### src/rtl/control_sequencer.sv
// Multi-cycle CPU control unit: fetch, decode on IR[31:27], per-class execute, back to fetch.
// Outputs are decoded from state and IR (only br T6 PCin follows CON_FF directly); memory reads stretch by MEM_WAIT cycles.
module control_sequencer #(
    parameter int MEM_WAIT = 0
) (
    input  logic        clock,
    input  logic        reset,
    input  logic        stop,
    input  logic [31:0] IR,
    input  logic        CON_FF,
    output logic        Gra, Grb, Grc, Rin, Rout, BAout,
    output logic        PCout, PCin, IncPC, MARin, MDRin, MDRout, Read, Write, IRin,
    output logic        Yin, Zin, ZLowOut, ZHighOut, HIin, HIout, LOin, LOout, Cout,
    output logic        R8in,
    output logic        InPortOut, OutPortIn, CONN_in,
    output logic [4:0]  alu_op,
    output logic        run,
    output logic        clear
);
    typedef enum logic [3:0] {
        RESET_ST, T0, T1, T2, T3, T4, T5, T6, T7, PAUSE, HALT
    } state_t;

    typedef enum logic [3:0] {
        C_ALU, C_IMM, C_LD, C_LDI, C_ST, C_MUL, C_NEG, C_BR,
        C_JR, C_JAL, C_IN, C_OUT, C_MFHI, C_MFLO, C_HALT, C_NOP
    } cls_t;

    localparam logic [4:0] OP_ADD = 5'b00011;

    state_t     state, state_nxt, boundary;
    cls_t       cls;
    logic [4:0] opcode;
    logic [2:0] wait_cnt;
    logic       rst_hold, mem_done, last_step;
    logic       unused_ir_bits;

    assign opcode         = IR[31:27];
    assign unused_ir_bits = ^IR[26:0];
    assign mem_done       = (wait_cnt == 3'(MEM_WAIT));
    assign boundary       = stop ? PAUSE : T0;

    always_comb begin
        case (opcode)
            5'd3, 5'd4, 5'd5, 5'd6, 5'd7, 5'd8: cls = C_ALU;
            5'd9, 5'd10, 5'd11:                 cls = C_IMM;
            5'd0:                               cls = C_LD;
            5'd1:                               cls = C_LDI;
            5'd2:                               cls = C_ST;
            5'd12, 5'd13:                       cls = C_MUL;
            5'd14, 5'd15:                       cls = C_NEG;
            5'd16:                              cls = C_BR;
            5'd17:                              cls = C_JR;
            5'd18:                              cls = C_JAL;
            5'd19:                              cls = C_IN;
            5'd20:                              cls = C_OUT;
            5'd21:                              cls = C_MFHI;
            5'd22:                              cls = C_MFLO;
            5'd24:                              cls = C_HALT;
            default:                            cls = C_NOP;
        endcase
    end

    always_comb begin
        last_step = 1'b0;
        case (cls)
            C_ALU, C_IMM, C_LDI:               last_step = (state == T5);
            C_LD, C_ST:                        last_step = (state == T7);
            C_MUL, C_BR:                       last_step = (state == T6);
            C_NEG, C_JAL:                      last_step = (state == T4);
            C_JR, C_IN, C_OUT, C_MFHI, C_MFLO: last_step = (state == T3);
            default:                           last_step = (state == T2);
        endcase
    end

    always_comb begin
        state_nxt = state;
        case (state)
            RESET_ST: if (!rst_hold) state_nxt = boundary;
            T0:       state_nxt = T1;
            T1:       if (mem_done) state_nxt = T2;
            T2, T3, T4, T5, T6, T7: begin
                if (state == T2 && cls == C_HALT)
                    state_nxt = HALT;
                else if (state == T6 && cls == C_LD && !mem_done)
                    state_nxt = T6;
                else if (last_step)
                    state_nxt = boundary;
                else
                    state_nxt = state_t'(state + 4'd1);
            end
            PAUSE:    if (!stop) state_nxt = T0;
            default:  state_nxt = state;
        endcase
    end

    // rst_hold keeps RESET_ST (and clear) for one extra cycle after reset drops.
    always_ff @(posedge clock) begin
        if (reset) begin
            state    <= RESET_ST;
            rst_hold <= 1'b1;
            wait_cnt <= 3'd0;
        end else begin
            state    <= state_nxt;
            rst_hold <= 1'b0;
            if (state_nxt != state)
                wait_cnt <= 3'd0;
            else if (state == T1 || state == T6)
                wait_cnt <= wait_cnt + 3'd1;
        end
    end

    always_comb begin
        {Gra, Grb, Grc, Rin, Rout, BAout}                                   = '0;
        {PCout, PCin, IncPC, MARin, MDRin, MDRout, Read, Write, IRin}       = '0;
        {Yin, Zin, ZLowOut, ZHighOut, HIin, HIout, LOin, LOout, Cout}       = '0;
        {R8in, InPortOut, OutPortIn, CONN_in}                               = '0;
        alu_op = 5'd0;
        clear  = (state == RESET_ST);
        run    = !(state == RESET_ST || state == PAUSE || state == HALT);
        case (state)
            T0: {PCout, MARin, IncPC, Zin} = 4'b1111;
            T1: begin
                {ZLowOut, PCin, Read} = 3'b111;
                MDRin = mem_done;
            end
            T2: {MDRout, IRin} = 2'b11;
            T3: case (cls)
                C_ALU, C_IMM:      {Grb, Rout, Yin} = 3'b111;
                C_LD, C_LDI, C_ST: {Grb, BAout, Yin} = 3'b111;
                C_MUL:             {Gra, Rout, Yin} = 3'b111;
                C_NEG: begin
                    {Grb, Rout, Zin} = 3'b111;
                    alu_op = opcode;
                end
                C_BR:              {Gra, Rout, CONN_in} = 3'b111;
                C_JR:              {Gra, Rout, PCin} = 3'b111;
                C_JAL:             {PCout, R8in} = 2'b11;
                C_IN:              {InPortOut, Gra, Rin} = 3'b111;
                C_OUT:             {Gra, Rout, OutPortIn} = 3'b111;
                C_MFHI:            {HIout, Gra, Rin} = 3'b111;
                C_MFLO:            {LOout, Gra, Rin} = 3'b111;
                default: ;
            endcase
            T4: case (cls)
                C_ALU: begin
                    {Grc, Rout, Zin} = 3'b111;
                    alu_op = opcode;
                end
                C_IMM: begin
                    {Cout, Zin} = 2'b11;
                    alu_op = opcode;
                end
                C_LD, C_LDI, C_ST: begin
                    {Cout, Zin} = 2'b11;
                    alu_op = OP_ADD;
                end
                C_MUL: begin
                    {Grb, Rout, Zin} = 3'b111;
                    alu_op = opcode;
                end
                C_NEG:             {ZLowOut, Gra, Rin} = 3'b111;
                C_BR:              {PCout, Yin} = 2'b11;
                C_JAL:             {Gra, Rout, PCin} = 3'b111;
                default: ;
            endcase
            T5: case (cls)
                C_ALU, C_IMM, C_LDI: {ZLowOut, Gra, Rin} = 3'b111;
                C_LD, C_ST:          {ZLowOut, MARin} = 2'b11;
                C_MUL:               {ZLowOut, LOin} = 2'b11;
                C_BR: begin
                    {Cout, Zin} = 2'b11;
                    alu_op = OP_ADD;
                end
                default: ;
            endcase
            T6: case (cls)
                C_LD: begin
                    Read  = 1'b1;
                    MDRin = mem_done;
                end
                C_ST:  {Gra, Rout, MDRin} = 3'b111;
                C_MUL: {ZHighOut, HIin} = 2'b11;
                C_BR: begin
                    ZLowOut = 1'b1;
                    PCin    = CON_FF;
                end
                default: ;
            endcase
            T7: case (cls)
                C_LD:    {MDRout, Gra, Rin} = 3'b111;
                C_ST:    Write = 1'b1;
                default: ;
            endcase
            default: ;
        endcase
    end
endmodule

### config.mk
export PLATFORM = sky130hd
export DESIGN_NAME = control_sequencer
export DESIGN_NICKNAME = d
export VERILOG_FILES = /design/src/rtl/control_sequencer.sv
export SDC_FILE = /design/constraint.sdc
export NUM_CORES = 1
export LEC_CHECK = 0
export ABC_CLOCK_PERIOD_IN_PS = 4800
export BUFFER_PORTS_ARGS = -buffer_cell sky130_fd_sc_hd__buf_2
export CORE_UTILIZATION = 26
export CTS_CLUSTER_DIAMETER = 200
export DETAILED_ROUTE_END_ITERATION = 12
export GPL_ROUTABILITY_DRIVEN = 0
export GPL_TIMING_DRIVEN = 0
export RECOVER_POWER = 50
export SLEW_MARGIN = 40
export SYNTH_ARGS = -nofsm -noshare
export SYNTH_HDL_FRONTEND = slang
export SYNTH_SLANG_ARGS = --single-unit
### constraint.sdc
create_clock -name clock -period 4.8 [get_ports clock]
set_clock_uncertainty 0.2 [all_clocks]
set_input_delay 0.96 -clock clock [delete_from_list [all_inputs] [get_ports clock]]
set_output_delay 0.96 -clock clock [all_outputs]
set_load 0.01 [all_outputs]
==> run metrics, run 1 <==
Yosys reg bits=8; clock slew seen by the registers of the worst setup and hold paths=0.04 ns; Pint=0.3052 mW; RR Startpoint=state[0]; Slew Limit Fails=0; cts bufs inserted=3; share of layout cells above drive strength 1=19.81%; FF+latch area=160.2 µm²; Synth Cell Area=1838 µm²; Post-Syn Instances=273; Crit path required time=3.64 ns; initial core utilization=27.05%; clock power share=13.3%; Rel. slew slack=56.87%; Hold Path Class=register to register; first-pass GRT wire length=9660 µm; Post-Syn Nets=320; Vias=2,200; Pre-antenna DRT Iters=4; hold path start=wait_cnt[2]; # nets final=367; pre-CTS setup slack=0.03058 ns; YS warnings=0; RSZ-0062 raised after global routing=no; num ports=71; largest net degree at the start of global routing=11; Critical Path AT=3.51 ns; DR DRC count=0; Fill cells=780; final core occ=32.10%; Clk Latency, worst-skew pair=0.24 ns; leakage=0.9038 nW; die height=86.08 µm; Yosys cell types=64; vias in the first global route=1,962; Critical Setup Path Class=input port to output pin; period utilization=97.27%; switching share of power=52.83%; outcome=finished clean; end of the worst hold path=wait_cnt[2]; Core Rows=30; Die W=86.08 µm; r2r setup slk=1.04 ns; Total GRT Usage=16.00%; register area share after synthesis=8.713%; Area growth syn-to-layout=18.65%; EDFF count, synth=0; peak supply drop=112.4 µV; R2R depth=13; Layout Cells excl Fill=414; aggregate routed wire length=5926 µm; Pwr Density=296.7 nW/µm²; PnR worst setup slack=0.1312 ns; Die ar.=7410 µm²; Comb pwr share=73.2%; Sinks on Clock Net=8; R2R Path End=wait_cnt[1]; FFs w/ async S/R, synth=0%; initial antenna violation count=0; n_diodes=0; Longest Clk Path Bufs=2; Core Footprint=6794 µm²; Via-to-Cell Ratio=5.314; worst hold path depth=2; dpl cells=411; HPWL after detailed placement=4575 µm; minimum clock period=4.669 ns; Multi-input gate area=1511 µm²; critical path peak fanout=10; max_cap viols=0; CTS tree=built; Avg Cell Area, Syn=6.733 µm²; WL per Instance=14.31 µm; commonest non-fill, non-tap cell in the layout=buf_2; P_sw=0.3418 mW; Routed Antenna Nets=0; top_reg_cell synth=dfxtp_1; total grt overflow=0; slew of the pin with the lowest slew margin=0.6416 ns; part of the power in registers=13.4%; Setup crit start kind=input port; fmax=214.2 MHz; CP endpoint kind=output pin; port bufs=42; setup TNS=0 ns; Root Buffer=clkbuf_8; commonest cells after routing, fill and taps aside=40 x buf_2, 28 x nand2_1, 25 x nor2_1, 25 x o21ai_0, 17 x clkbuf_1; setup violators final=0; Final Hold Viols=0; DR iter-0 viols=211; post-CTS setup buffers=0; H-Tree Depth=1
## cell families (layout without fill, tap and decap cells)
kind of cell | count (synthesis) | in the layout | synth area share [%]
compound gates | 89 | 89 | 34.92
xor+xnor | 5 | 5 | 2.383
fa+ha+maj | 11 | 11 | 7.488
buf+inv | 31 | 76 | 7.964
flops | 8 | 8 | 8.713
mux | 3 | 3 | 1.634
simple gates | 126 | 126 | 36.90
## routing by layer
metal / share of wire, % / global-route usage [%] / vias to the layer above
li1: - / - / 1086
met1: 49 / 24.81 / 1010
met2: 43 / 24.17 / 102
met3: 7.6 / 1.925 / 2
met4: 0.19 / 1.364 / 0
met5: 0 / 0 / -
## cell type report
cell class / count / share of cell area, %
Clock buffer: 3 / 1.893
Sequential cell: 8 / 7.344
Tap cell: 96 / 5.508
Timing Repair Buffer: 42 / 9.237
Multi-Input combinational cell: 234 / 69.31
Buffer: 20 / 4.819
Inverter: 11 / 1.893
## power groups by stage
stage	Clock, mW	Combinational [mW]	Sequential, mW
detailed placement	0	0.478	0.0883
floorplan	0	0.356	0.0852
global route	0.0919	0.523	0.0878
CTS	0.0869	0.482	0.0870
global placement	0	0.476	0.0877
finish	0.0863	0.474	0.0869
## metrics by stage
stage          power, mW  instance area [µm²]  hold WS [ns]
2_1_floorplan     0.4416                 1838        0.3115
3_3_place_gp      0.5637                 2168        0.3305
3_5_place_dp      0.5668                 2168        0.3705
4_1_cts           0.6558                 2210        0.3793
5_1_grt           0.7024                 2181        0.3933
6_report          0.6471                 2181        0.3698
## Yosys cell counts (all sizes together), types with 2 or more instances
library cell	count	share of area (%)
mux2i	3	1.6
o21bai	2	0.82
or3	2	0.68
xnor2	3	1.4
o31ai	3	1.2
o211a	3	1.6
nor4	6	3.1
o221a	2	2.2
inv	11	2.2
or2	7	2.4
o2111ai	2	1.3
a211o	2	0.95
nand3	10	2.7
a21boi	3	1.2
buf	11	3.9
nor3	12	3.3
o22ai	4	1.4
a21oi	13	4.2
o31a	2	0.95
clkbuf	9	1.8
nor2b	7	2.4
xor2	2	0.95
and2	4	1.4
or4b	2	1.1
a211oi	8	4.2
a21o	4	1.6
o21ai	27	7.4
nor2	28	6.4
ha	11	7.5
o21a	2	0.82
nand3b	5	2.0
dfxtp	8	8.7
a31oi	5	1.7
nand2	28	5.9
nand2b	8	2.7
## registers in the layout, summed over array words and instances (netlist names)
name,flops
state,4
wait_cnt,3
rst_hold,1
## critical path, stage by stage
cell and delay, ns:
buf_2 0.13, inv_1 0.10, ha_1 0.29, nand2b_1 0.09, a211oi_2 0.34, buf_2 0.29, clkbuf_1 0.36, a211oi_1 0.12
or4b_2 0.64, buf_2 0.17
## worst max-delay path by stage
stage / from / to / depth (start not counted)
finish: IR[28] / Rout / 10
global placement: IR[28] / Rout / 10
CTS: IR[28] / Rout / 10
detailed placement: IR[28] / Rout / 10
global route: IR[28] / Rout / 10
floorplan: IR[28] / Zin / 10
## timing repair
| action | CTS | global route |
|---|---|---|
| setup endpoints to repair | 0 | 4 |
| hold buffers | 0 | 0 |
| gates resized for setup | 0 | 4 |
(Power assumes the default switching activity.)
==> run 2: changes to the inputs <==
Settings changed: CORE_UTILIZATION 26 to 50, PLACE_DENSITY set to 0.82.
==> run 2 against run 1 <==
  * Critical path depth rose by 2
  * Highest routed layer unchanged
  * Final area fell by 3.7%
  * Sequential cell count did not move
  * Non-clock buffer count unchanged
  * First-iteration DRC count shrank 28%
==> run metrics, run 2 (synthesis gave the netlist of run 1 again) <==
Layout Cells excl Fill=364 (was 414); H-Tree Depth=1 (unchanged); Final Hold Viols=0 (unchanged); Largest regs=state x4, wait_cnt x3, rst_hold x1 (unchanged); Top reg by flops=state (unchanged); Comb pwr share=77.5% (was 73.2%); Setup crit start kind=input port (unchanged); DR iter-0 viols=151 (was 211); setup TNS=0 ns (unchanged); minimum clock period=4.614 ns (was 4.669 ns); Slew Limit Fails=0 (unchanged); slew of the pin with the lowest slew margin=0.7475 ns (was 0.6416 ns); placed cell area=2106 µm² (was 2168 µm²); Critical Setup Path Class=input port to output pin (unchanged); peak supply drop=192.6 µV (was 112.4 µV); Die W=62.63 µm (was 86.08 µm); Hold Path Class=register to register (unchanged); Slowest cell on crit path=or4b_2 (unchanged); fmax=216.7 MHz (was 214.2 MHz); Core Footprint=3416 µm² (was 6794 µm²); n_diodes=0 (unchanged); cts hold-fix bufs=0 (unchanged); Crit path required time=3.64 ns (about the same); total grt overflow=0 (unchanged); Pint=0.2797 mW (was 0.3052 mW); post_cts resized=0 (unchanged); Critical Path AT=3.45 ns (was 3.51 ns); HPWL after detailed placement=4209 µm (was 4575 µm); share of layout cells above drive strength 1=19.81% (unchanged); commonest non-fill, non-tap cell in the layout=buf_2 (unchanged); commonest cells after routing, fill and taps aside=39 x buf_2, 28 x nand2_1, 25 x nor2_1 (was 40 x buf_2, 28 x nand2_1, 25 x nor2_1, 25 x o21ai_0, 17 x clkbuf_1); Root Buffer=clkbuf_4 (was clkbuf_8); die height=62.63 µm (was 86.08 µm); Sinks on Clock Net=8 (unchanged); CP endpoint kind=output pin (unchanged); Fill cells=351 (was 780); period utilization=96.13% (was 97.27%); outcome=finished clean (unchanged); WHS=0.3428 ns (was 0.3698 ns); Pre-antenna DRT Iters=5 (was 4); initial core utilization=53.81% (was 27.05%); cts bufs inserted=3 (unchanged); RSZ-0062 raised after global routing=no (unchanged); Area growth syn-to-layout=14.23% (was 18.65%); FF+latch area=160.2 µm² (unchanged); Longest Clk Path Bufs=2 (unchanged); clock power share=8.6% (was 13.3%); WL per Instance=15.05 µm (was 14.31 µm); aggregate routed wire length=5477 µm (was 5926 µm); leakage=0.8945 nW (was 0.9038 nW); part of the power in registers=13.9% (was 13.4%); final instance area=2100 µm² (was 2181 µm²); first-pass GRT wire length=9315 µm (was 9660 µm); setup violators final=0 (unchanged); CP peak stage delay=0.63 ns (was 0.64 ns); Total GRT Usage=28.90% (was 16.00%); vias in the first global route=1,975 (was 1,962); critical path peak fanout=10 (unchanged); number of flip-flops in the largest register=4 (unchanged); DR DRC count=0 (unchanged); Die ar.=3923 µm² (was 7410 µm²); Rel. slew slack=49.64% (was 56.87%); Routed Antenna Nets=0 (unchanged); initial antenna violation count=0 (unchanged); Multi-input gate area=1511 µm² (unchanged); Via-to-Cell Ratio=6.124 (was 5.314); P_sw=0.3408 mW (was 0.3418 mW); post-CTS setup buffers=0 (unchanged); clock slew seen by the registers of the worst setup and hold paths=0.05 ns (was 0.04 ns); port bufs=42 (unchanged); dpl cells=361 (was 411); max_cap viols=0 (unchanged); num ports=71 (unchanged); Pwr Density=295.5 nW/µm² (was 296.7 nW/µm²); cell repeated most along the worst path=buf_2 (unchanged); Core Rows=21 (was 30); Vias=2,229 (was 2,200); switching share of power=54.92% (was 52.83%); Clk Latency, worst-skew pair=0.26 ns (was 0.24 ns); CTS tree=built (unchanged); largest net degree at the start of global routing=11 (unchanged); crit-path cells=buf_2 > inv_1 > ha_1 > and3b_1 > a211o_1 > nor2_2 > buf_2 > o21ai_0 > nor2_1 > a211oi_1 > or4b_2 > buf_2 (was buf_2 > inv_1 > ha_1 > nand2b_1 > a211oi_2 > buf_2 > clkbuf_1 > a211oi_1 > or4b_2 > buf_2); # nets final=367 (unchanged)
## run 2: cell count changes in the layout (fill, tap and decap cells not counted)
| cell | change |
|---|---|
| o21ai_1 | +1 |
| clkbuf_4 | +3 |
| clkbuf_2 | +1 |
| buf_2 | -1 |
| o21ai_0 | -1 |
| clkbuf_8 | -3 |
## run 2: metal layers
| layer | up-vias | track usage [%] | part of all wire, % | routed length (µm) |
|---|---|---|---|---|
| met3 | 16 | 4.745 | 7.9 | 433 |
| met5 | - | 0 | 0 | 0 |
| met4 | 0 | 6.395 | 1.6 | 86 |
| li1 | 1085 | - | - | - |
| met2 | 115 | 45.65 | 44 | 2408 |
| met1 | 1013 | 40.70 | 47 | 2548 |
## run 2: final timing paths
path | from | endpoint | slack [ns] | cells after the start
max | IR[28] | Rout | 0.19 | 12
min | wait_cnt[1] | wait_cnt[1] | 0.34 | 2
max reg2reg | state[0] | wait_cnt[0] | 0.97 | 13
min reg2reg | wait_cnt[1] | wait_cnt[1] | 0.34 | 2
## run 2: critical path, delay by kind of cell
family | cells | cell delay [ns]
AO/OA/AOI/OAI | 3 | 0.48
adder cells (fa/ha/maj) | 1 | 0.18
buffers and inverters | 4 | 0.68
AND/OR/NAND/NOR | 4 | 1.16
## run 2: per-stage QoR
stage / util (%) / total power, mW / setup slack [ns]
floorplan: - / 0.4416 / 0.6464
global placement: 61.65 / 0.5574 / 0.1225
finish: 61.47 / 0.6205 / 0.1857
detailed placement: 61.65 / 0.5657 / 0.1041
CTS: 62.31 / 0.6230 / 0.1011
global route: 61.47 / 0.6817 / 0.06900
## run 2: power groups by stage
stage          logic (mW)  clock network [mW]  registers, mW
6_report            0.481              0.0533         0.0865
5_1_grt             0.531              0.0620         0.0883
3_5_place_dp        0.478                   0         0.0880
3_3_place_gp        0.470                   0         0.0875
2_1_floorplan       0.356                   0         0.0852
4_1_cts             0.481              0.0553         0.0864
## run 2: final cells by class
cell class / instances / area share, %
Sequential cell: 8 / 7.628
Inverter: 11 / 1.967
Clock buffer: 3 / 1.073
Multi-Input combinational cell: 234 / 71.99
Tap cell: 46 / 2.741
Timing Repair Buffer: 42 / 9.535
Buffer: 20 / 5.066
==> run 3: changes to the inputs <==
Settings changed: ABC_AREA set to 1, CORE_UTILIZATION 50 to 48.
==> run 3 against run 2 <==
  * Synthesized cell count fell by 1.1%
  * Global-route usage decreased by 2.6 points
  * Sequential share of layout area is 1.3 points higher
==> run metrics, run 3 <==
HPWL after detailed placement=3593 µm (was 4209 µm); leakage=1.020 nW (was 0.8945 nW); CTS tree=built (unchanged); Area growth syn-to-layout=16.02% (was 14.23%); EDFF count, synth=0 (unchanged); fmax=225.6 MHz (was 216.7 MHz); CP endpoint kind=output pin (unchanged); CP peak stage delay=0.36 ns (was 0.63 ns); die height=58.63 µm (was 62.63 µm); Via-to-Cell Ratio=5.264 (was 6.124); clock slew seen by the registers of the worst setup and hold paths=0.05 ns (about the same); R2R Path End=wait_cnt[1] (was wait_cnt[0]); hold path start=wait_cnt[2] (was wait_cnt[1]); cts hold-fix bufs=0 (unchanged); minimum clock period=4.433 ns (was 4.614 ns); commonest cells after routing, fill and taps aside=56 x nand2_1, 52 x nor2_1, 40 x inv_1 (was 39 x buf_2, 28 x nand2_1, 25 x nor2_1); top cells by area, synth=nand2_1 14%, nor2_1 12%, dfxtp_1 10% (was dfxtp_1 8.7%, ha_1 7.5%, o21ai_0 6.5%); H-Tree Depth=1 (unchanged); FFs w/ async S/R, synth=0% (unchanged); top_reg_cell synth=dfxtp_1 (unchanged); setup violators final=0 (unchanged); vias in the first global route=1,689 (was 1,975); Yosys cell types=33 (was 64); DR DRC count=0 (unchanged); Die W=58.63 µm (was 62.63 µm); Post-Syn Nets=317 (was 320); largest net degree at the start of global routing=11 (unchanged); Largest regs=state x4, wait_cnt x3, rst_hold x1 (unchanged); cts bufs inserted=3 (unchanged); largest area contributor in the netlist=nand2_1 (was dfxtp_1); Yosys reg bits=8 (unchanged); crit-path cells=clkbuf_1 > inv_1 > ha_1 > a21oi_4 > nand3b_1 > nor2_1 > nand2_1 > inv_1 > a21oi_1 > o21ai_0 > o21ai_0 > o21ai_0 > buf_2 (was buf_2 > inv_1 > ha_1 > and3b_1 > a211o_1 > nor2_2 > buf_2 > o21ai_0 > nor2_1 > a211oi_1 > or4b_2 > buf_2); Routed Antenna Nets=0 (unchanged); Sinks on Clock Net=8 (unchanged); slew of the pin with the lowest slew margin=0.4362 ns (was 0.7475 ns); n_diodes=0 (unchanged); post_cts resized=0 (unchanged); Top reg by flops=state (unchanged); Avg Cell Area, Syn=5.700 µm² (was 6.733 µm²); R2R depth=17 (was 13); initial core utilization=50.41% (was 53.81%); Hold Path Class=register to register (unchanged); initial antenna violation count=0 (unchanged); WL per Instance=11.99 µm (was 15.05 µm); Clk Latency, worst-skew pair=0.25 ns (was 0.26 ns); register area share after synthesis=10.41% (was 8.713%); WHS=0.3645 ns (was 0.3428 ns); Vias=1,895 (was 2,229); first-pass GRT wire length=7182 µm (was 9315 µm); dpl cells=357 (was 361); Fill cells=352 (was 351); Core Footprint=3053 µm² (was 3416 µm²); final core occ=58.48% (was 61.47%); Setup crit start kind=input port (unchanged); aggregate routed wire length=4315 µm (was 5477 µm); Core Rows=20 (was 21); commonest non-fill, non-tap cell in the layout=nand2_1 (was buf_2); Critical Setup Path Class=input port to output pin (unchanged); Pre-antenna DRT Iters=4 (was 5); share of layout cells above drive strength 1=20.89% (was 19.81%); Slowest cell on crit path=nand3b_1 (was or4b_2); Post-synth top cells=56 x nand2_1, 49 x nor2_1, 38 x inv_1 (was 27 x nand2_1, 25 x nor2_1, 24 x o21ai_0); Final Hold Viols=0 (unchanged); Rel. slew slack=70.81% (was 49.64%); r2r setup slk=1.80 ns (was 0.97 ns); number of flip-flops in the largest register=4 (unchanged); YS warnings=0 (unchanged); critical path peak fanout=9 (was 10); top-count cell post-synth=nand2_1 (unchanged); Synth Cell Area=1539 µm² (was 1838 µm²); Slew Limit Fails=0 (unchanged); worst hold path depth=4 (was 2); total grt overflow=0 (unchanged); share of the synthesized area in the top cell type=13.66% (was 8.713%); peak supply drop=258.7 µV (was 192.6 µV); cell repeated most along the worst path=o21ai_0 (was buf_2); port bufs=43 (was 42); Longest Clk Path Bufs=2 (unchanged); Post-Syn Instances=270 (was 273); period utilization=92.35% (was 96.13%); end of the worst hold path=wait_cnt[2] (was wait_cnt[1]); RSZ-0062 raised after global routing=no (unchanged); Root Buffer=clkbuf_4 (unchanged); CP delay by family, top=compound AO/OA/AOI/OAI gates (was simple AND/OR/NAND/NOR gates); # nets final=365 (was 367); Worst Path Buf+Inv=4 (unchanged); num ports=71 (unchanged); max_cap viols=0 (unchanged); Die ar.=3437 µm² (was 3923 µm²); Total GRT Usage=26.26% (was 28.90%); Layout Cells excl Fill=360 (was 364); setup TNS=0 ns (unchanged); DR iter-0 viols=92 (was 151); RR Startpoint=state[0] (unchanged); outcome=finished clean (unchanged); post-CTS setup buffers=0 (unchanged); Crit path required time=3.64 ns (about the same); Critical Path AT=3.27 ns (was 3.45 ns); Pwr Density=314.0 nW/µm² (was 295.5 nW/µm²)
run 3: changes by cell type after synthesis, sizes merged, moves of 9 or more:
cell	before	now
nand2	28	64
inv	11	46
nor2	28	58
nand3	10	26
o21ai	27	15
clkbuf	9	0
nor3	12	3
run 3: final cells by class:
class                   count  area [µm²]  area share [%]
flip-flops and latches      8       160.2           8.970
clock buffers               3       22.52           1.261
repair buffers             43       200.2           11.21
inverters                  46       172.7           9.671
well taps                  44       55.05           3.083
plain buffers               3       23.77           1.331
multi-input cells         213        1151           64.47
run 3: logic make-up after synthesis:
kind of cell,synth area share (%)
flops,10.41
simple gates,50.57
compound gates,15.61
buf+inv,12.76
fa+ha+maj,8.943
xor+xnor,1.708
run 3: worst min-delay path, delay by kind of cell (launching register included):
kind,cells,cell delay (ns)
flops,1,0.29
buf+inv,2,0.13
xor+xnor,1,0.07
simple gates,1,0.03
run 3: worst max path at each step:
| stage | start | endpoint | slack, ns | cells past startpoint |
|---|---|---|---|---|
| 6_report | IR[28] | Grb | 0.37 | 13 |
| 5_1_grt | IR[28] | Grb | 0.21 | 13 |
| 4_1_cts | IR[28] | Grb | 0.56 | 13 |
| 3_5_place_dp | IR[28] | Grb | 0.56 | 13 |
| 3_3_place_gp | IR[28] | Grb | 0.57 | 13 |
| 2_1_floorplan | IR[28] | Grb | 1.07 | 11 |
run 3: power breakdown:
group | total, mW | internal (mW) | leakage, nW | switching [mW]
sequential | 0.0978 | 0.0782 | 0.0655 | 0.0195
clock | 0.0508 | 0.0286 | 0.0138 | 0.0222
combinational | 0.412 | 0.143 | 0.941 | 0.269
run 3: metrics by stage:
step	area [µm²]	worst slack, ns	total power [mW]
3_3_place_gp	1809	0.5738	0.5114
2_1_floorplan	1539	1.073	0.3997
4_1_cts	1832	0.5589	0.5696
3_5_place_dp	1809	0.5576	0.5167
6_report	1785	0.3674	0.5607
5_1_grt	1785	0.2096	0.6251
run 3: layer usage:
layer	part of all wire [%]	routed length, µm	up-vias	track usage [%]
li1	-	-	969	-
met2	48	2075	64	44.99
met3	6.3	273	0	4.615
met5	0	0	-	0
met1	46	1966	862	36.27
met4	0	0	0	1.020
